**src/rtl/keys_debounce.sv**
```systemverilog
// Key matrix debouncer: 2-flop synchroniser, shared sample-tick prescaler and a
// per-key integrator that accepts a new level after DEBOUNCE_TICKS disagreeing ticks.
module keys_debounce #(
   parameter int NUM_KEYS       = 61,
   parameter int PRESCALE       = 92000,
   parameter int DEBOUNCE_TICKS = 5
) (
   input  logic                clk_g_i,
   input  logic                rstn_g_i,
   input  logic [NUM_KEYS-1:0] keys_i_g,
   output logic [NUM_KEYS-1:0] keys_o,
   output logic                keys_changed_o,
   output logic                tick_o
);

   localparam int PW = (PRESCALE > 1) ? $clog2(PRESCALE) : 1;
   localparam int CW = $clog2(DEBOUNCE_TICKS + 1);
   localparam logic [PW-1:0] PRE_LAST = PW'(PRESCALE - 1);
   localparam logic [CW-1:0] CNT_LAST = CW'(DEBOUNCE_TICKS - 1);

   logic [NUM_KEYS-1:0] r_sync1;
   logic [NUM_KEYS-1:0] r_sync2;
   logic [NUM_KEYS-1:0] r_keys;
   logic [PW-1:0]       r_pre;
   logic                r_tick;
   logic                r_changed;
   logic [CW-1:0]       r_int [NUM_KEYS];

   logic [PW-1:0]       w_pre_next;
   logic [NUM_KEYS-1:0] w_keys_next;
   logic [CW-1:0]       w_int_next [NUM_KEYS];
   logic                w_any_flip;

   // Prescaler next count, wrapping at PRESCALE-1
   always_comb begin
      if (r_pre == PRE_LAST) begin
         w_pre_next = '0;
      end else begin
         w_pre_next = r_pre + PW'(1);
      end
   end

   // Per-key integrators; any agreeing tick restarts the count
   always_comb begin
      w_keys_next = r_keys;
      for (int k = 0; k < NUM_KEYS; k++) begin
         w_int_next[k] = r_int[k];
         if (r_tick) begin
            if (r_sync2[k] == r_keys[k]) begin
               w_int_next[k] = '0;
            end else if (r_int[k] == CNT_LAST) begin
               w_int_next[k]  = '0;
               w_keys_next[k] = r_sync2[k];
            end else begin
               w_int_next[k] = r_int[k] + CW'(1);
            end
         end else begin
            w_int_next[k] = r_int[k];
         end
      end
      w_any_flip = |(w_keys_next ^ r_keys);
   end

   // Synchroniser and prescaler; tick is registered so it is high exactly while count == PRESCALE-1
   always_ff @(posedge clk_g_i or negedge rstn_g_i) begin
      if (!rstn_g_i) begin
         r_sync1 <= '1;
         r_sync2 <= '1;
         r_pre   <= '0;
         r_tick  <= 1'b0;
      end else begin
         r_sync1 <= keys_i_g;
         r_sync2 <= r_sync1;
         r_pre   <= w_pre_next;
         r_tick  <= (w_pre_next == PRE_LAST);
      end
   end

   // Debounced levels, integrator state and change strobe
   always_ff @(posedge clk_g_i or negedge rstn_g_i) begin
      if (!rstn_g_i) begin
         r_keys    <= '1;
         r_changed <= 1'b0;
         for (int k = 0; k < NUM_KEYS; k++) begin
            r_int[k] <= '0;
         end
      end else begin
         r_keys    <= w_keys_next;
         r_changed <= r_tick & w_any_flip;
         for (int k = 0; k < NUM_KEYS; k++) begin
            r_int[k] <= w_int_next[k];
         end
      end
   end

   assign keys_o         = r_keys;
   assign keys_changed_o = r_changed;
   assign tick_o         = r_tick;

endmodule

```
**config.mk**
```make
export PLATFORM = sky130hd
export DESIGN_NAME = keys_debounce
export DESIGN_NICKNAME = d
export VERILOG_FILES = /design/src/rtl/keys_debounce.sv
export SDC_FILE = /design/constraint.sdc
export NUM_CORES = 1
export LEC_CHECK = 0
export CAP_MARGIN = 40
export CORE_ASPECT_RATIO = 0.9
export CORE_UTILIZATION = 35
export DETAILED_ROUTE_END_ITERATION = 10
export SLEW_MARGIN = 30
export SYNTH_ARGS = -nofsm -noshare
export SYNTH_HDL_FRONTEND = slang
export SYNTH_SLANG_ARGS = --single-unit
```
**constraint.sdc**
```tcl
create_clock -name clk_g_i -period 2 [get_ports clk_g_i]
set_input_delay 0.2 -clock clk_g_i [delete_from_list [all_inputs] [get_ports clk_g_i]]
set_output_delay 0.2 -clock clk_g_i [all_outputs]
set_load 0.05 [all_outputs]
```
==> metrics.cfg, run 1 <==
[run_status]
status=finished with violations
failed_checks=negative setup slack

[finish]
fin_cells=2644
fin_util_pct=47.1
diodes=0
drive_above_1_share_pct=32.8
final_nets=2125
area_growth_syn_to_layout_pct=32.5

[setup_path]
ff2ff_setup_slack_ns=-0.19
timing.rr.end=keys_changed_o
r2r-start=tick_o
slowest_delay_ns=0.54
cpMostUsedCell=buf_12
crit_required_ns=2.43
critPathLaunchType=flop
worstPathCellList=buf_6 -> buf_12 -> buf_12 -> nand3_4 -> o22ai_4 -> or3_1 -> or4_1
critPathMaxFanout=14
r2r_cells=7
critPathSlowestCell=dfrtp_4
cp_num_buf_inv=3
crit_path_end_kind=flop
critPathKind=flop to flop
cp_top_family=simple AND/OR/NAND/NOR gates
arrival_ns=2.62

[power_and_ir_drop]
seqPwrFrac_pct=48.8
power_switching_w=0.00352
peakVddDrop_mv=0.627
power_w=0.0166
pwr-share-comb_pct=3.2
swShare_pct=21.2
power.density_nw_per_um2=714
p_int_w=0.0131
pwr-share-clk_pct=47.9
p_leak_nw=10.1

[drt]
num_vias=12800
vias_per_cell=4.85
drtIter0Drc=746
drc_errors=0
ant_nets=0
first_pass_iters=5
wl_mm=38.6
drt-wirelength-per-cell_um=14.6

[hold_path]
hp-class=input pin to flop
min_to=r_sync1[52]
hold_depth=1
min-delay-start=keys_i_g[52]

[timing]
hold_viol=0
relSlewSlack_pct=66.8
worst_slack_ns=-0.192
fin_setup_tns_ns=-0.192
final.min_clock_period_ns=2.19
fmaxAchievable_mhz=456
fin_skew_ns=0.0179
rsz0062_at_grt=true
finalCritPeriodShare_pct=110
setup_violations=1
finalMaxSlewViolations=0
worst_pin_slew_ns=0.495

[clock_network]
cts_tree=yes
cts.clk_slew.worst_paths_ns=0.06
cts_sinks=385
clock-root-buffer=clkbuf_16
htreeDepth=2
cts_buffers=43
clockBufferDepth=3
clk_latency_ns=0.56

[yosys]
ys_ff_latch=385
synth_edf_count=0
synth_xor_area_share_pct=5.24
synth_common_cells=dfrtp_1 (202), inv_1 (186), dfstp_2 (183)
synthTopCellsByArea=dfrtp_1 (29%), dfstp_2 (27%), ha_1 (8.8%), nand3_1 (4.3%), inv_1 (4.0%)
yosysMostFrequentCell=dfrtp_1
synthAdderAreaFrac_pct=8.77
yosys.area.top_type=dfrtp_1
syn_inst=1579
synth_top_area_share_pct=28.8
yosysWarnings=0
synthMuxAreaShare_pct=3.98
synth_nets=1765
synth_top_family_by_area=compound AO/OA/AOI/OAI gates
syn_area_per_cell_um2=11.1
synth_simple_gate_area_share_pct=9.95
synth_compound_area_share_pct=10.7
syn_area_um2=17500
async_reset_ff_share_pct=100
seq_area_frac_synth_pct=56.2
dominantRegCellSynth=dfrtp_1
yosysUniqueCellTypes=44

[global_route]
grt_usage_pct=15.4
grt_max_degree=85
grt_pass1_wl_mm=64.2
antenna_found_initial=0
grt_pass1_vias=13200
grt_overflow=0

[die]
start_util_pct=35.6
die-area_um2=51000
die_h_um=214
row_count=77
io_pins=126
core-area_um2=49300
die_x_um=238

[place]
dp_hpwl_mm=27.1
dp.cells=2547
portBuffers=125
gp_congestion=0.801

[flow_run]
maxCapViolCount=0

metrics by stage:
stage	setup WS (ns)	instance area (um2)	hold WS, ns
after floorplan	0.00591	17700	-0.0956
after global placement	-0.498	21200	0.202
after detailed placement	-0.507	21200	0.203
after CTS	-0.263	22800	0.00390
after global routing	-0.240	23200	0.0193
final	-0.192	23200	0.0462
layout by cell type (no fill, tap or decap), types with 5 or more instances in the layout:
| master | n |
|---|---|
| dfrtp_1 | 201 |
| nor2_1 | 16 |
| clkdlybuf4s50_1 | 61 |
| dfstp_2 | 183 |
| inv_1 | 186 |
| o22ai_2 | 6 |
| nand3_2 | 24 |
| o21ai_0 | 114 |
| buf_4 | 246 |
| buf_12 | 16 |
| nand2_1 | 46 |
| clkbuf_16 | 49 |
| and3_1 | 9 |
| clkbuf_8 | 8 |
| mux2_2 | 62 |
| nand3_1 | 124 |
| a21oi_1 | 45 |
| clkinv_2 | 11 |
| dlygate4sd2_1 | 25 |
| ha_1 | 123 |
| clkbuf_1 | 12 |
| xnor2_1 | 57 |
| nand3_4 | 5 |
| xor2_1 | 44 |
| o22ai_1 | 97 |
| a31oi_1 | 53 |
| nand4_1 | 20 |
| nor3_1 | 64 |
cell type report:
type	count	area, um2
Multi-Input combinational cell	959	7150
Tap cell	671	840
Timing Repair Buffer	364	3260
Inverter	186	698
Fill cell	4489	26100
Sequential cell	385	9870
Clock inverter	14	145
Clock buffer	65	1280
kinds of logic after synthesis:
| family | count (synthesis) |
|---|---|
| buffers and inverters | 235 |
| multiplexers | 62 |
| XOR/XNOR | 105 |
| flip-flops | 385 |
| AND/OR/NAND/NOR | 341 |
| adder cells (fa/ha/maj) | 123 |
| AO/OA/AOI/OAI | 328 |
how the worst max path moves through the flow:
stage,from,to,slack [ns],cells past startpoint
3_3_place_gp,tick_o,keys_changed_o,-0.50,7
5_1_grt,tick_o,keys_changed_o,-0.24,9
4_1_cts,tick_o,keys_changed_o,-0.26,7
6_report,tick_o,keys_changed_o,-0.19,7
3_5_place_dp,tick_o,keys_changed_o,-0.51,7
2_1_floorplan,tick_o,keys_changed_o,0.006,7
repair_timing:
| action | 4_1_cts | 5_1_grt |
|---|---|---|
| pin swaps | 1 | 12 |
| gates resized for setup | 42 | 60 |
| endpoints found under the setup margin | 29 | 6 |
| endpoints found under the hold margin | 237 | 0 |
| hold buffers | 1 | 0 |
| buffers inserted | 5 | 8 |
| gates cloned | 1 | 4 |
per-layer routing:
layer	global-route usage [%]	vias up	routed length (um)
li1	-	6261	-
met1	20.7	6279	17700
met2	25.1	223	18400
met3	2.48	62	1490
met4	5.62	0	963
met5	0	-	0
power groups by stage:
stage          logic, W  clock network (W)  registers, W
2_1_floorplan  0.000120                  0       0.00821
3_3_place_gp   0.000538                  0       0.00823
3_5_place_dp   0.000542                  0       0.00823
4_1_cts        0.000548            0.00826       0.00811
5_1_grt        0.000601            0.00855       0.00812
6_report       0.000538            0.00796       0.00810
sequential cells by signal (all words and copies together) (netlist names):
| register | flops |
|---|---|
| r_sync1 | 61 |
| r_int | 183 |
| r_pre | 17 |
| r_sync2 | 61 |
| keys_o | 61 |
| tick_o | 1 |
| keys_changed_o | 1 |
Note: power is estimated with default switching activity, not from simulation.
==> run 2: changes to the inputs <==
--- a/config.mk
+++ b/config.mk
@@ -8,6 +8,7 @@
 export CAP_MARGIN = 40
 export CORE_ASPECT_RATIO = 0.9
 export CORE_UTILIZATION = 35
+export CTS_CLUSTER_SIZE = 20
 export DETAILED_ROUTE_END_ITERATION = 10
 export SLEW_MARGIN = 30
 export SYNTH_ARGS = -nofsm -noshare
==> results of run 2 <==
Final layout, timing and power as in run 1 (identical DEF).
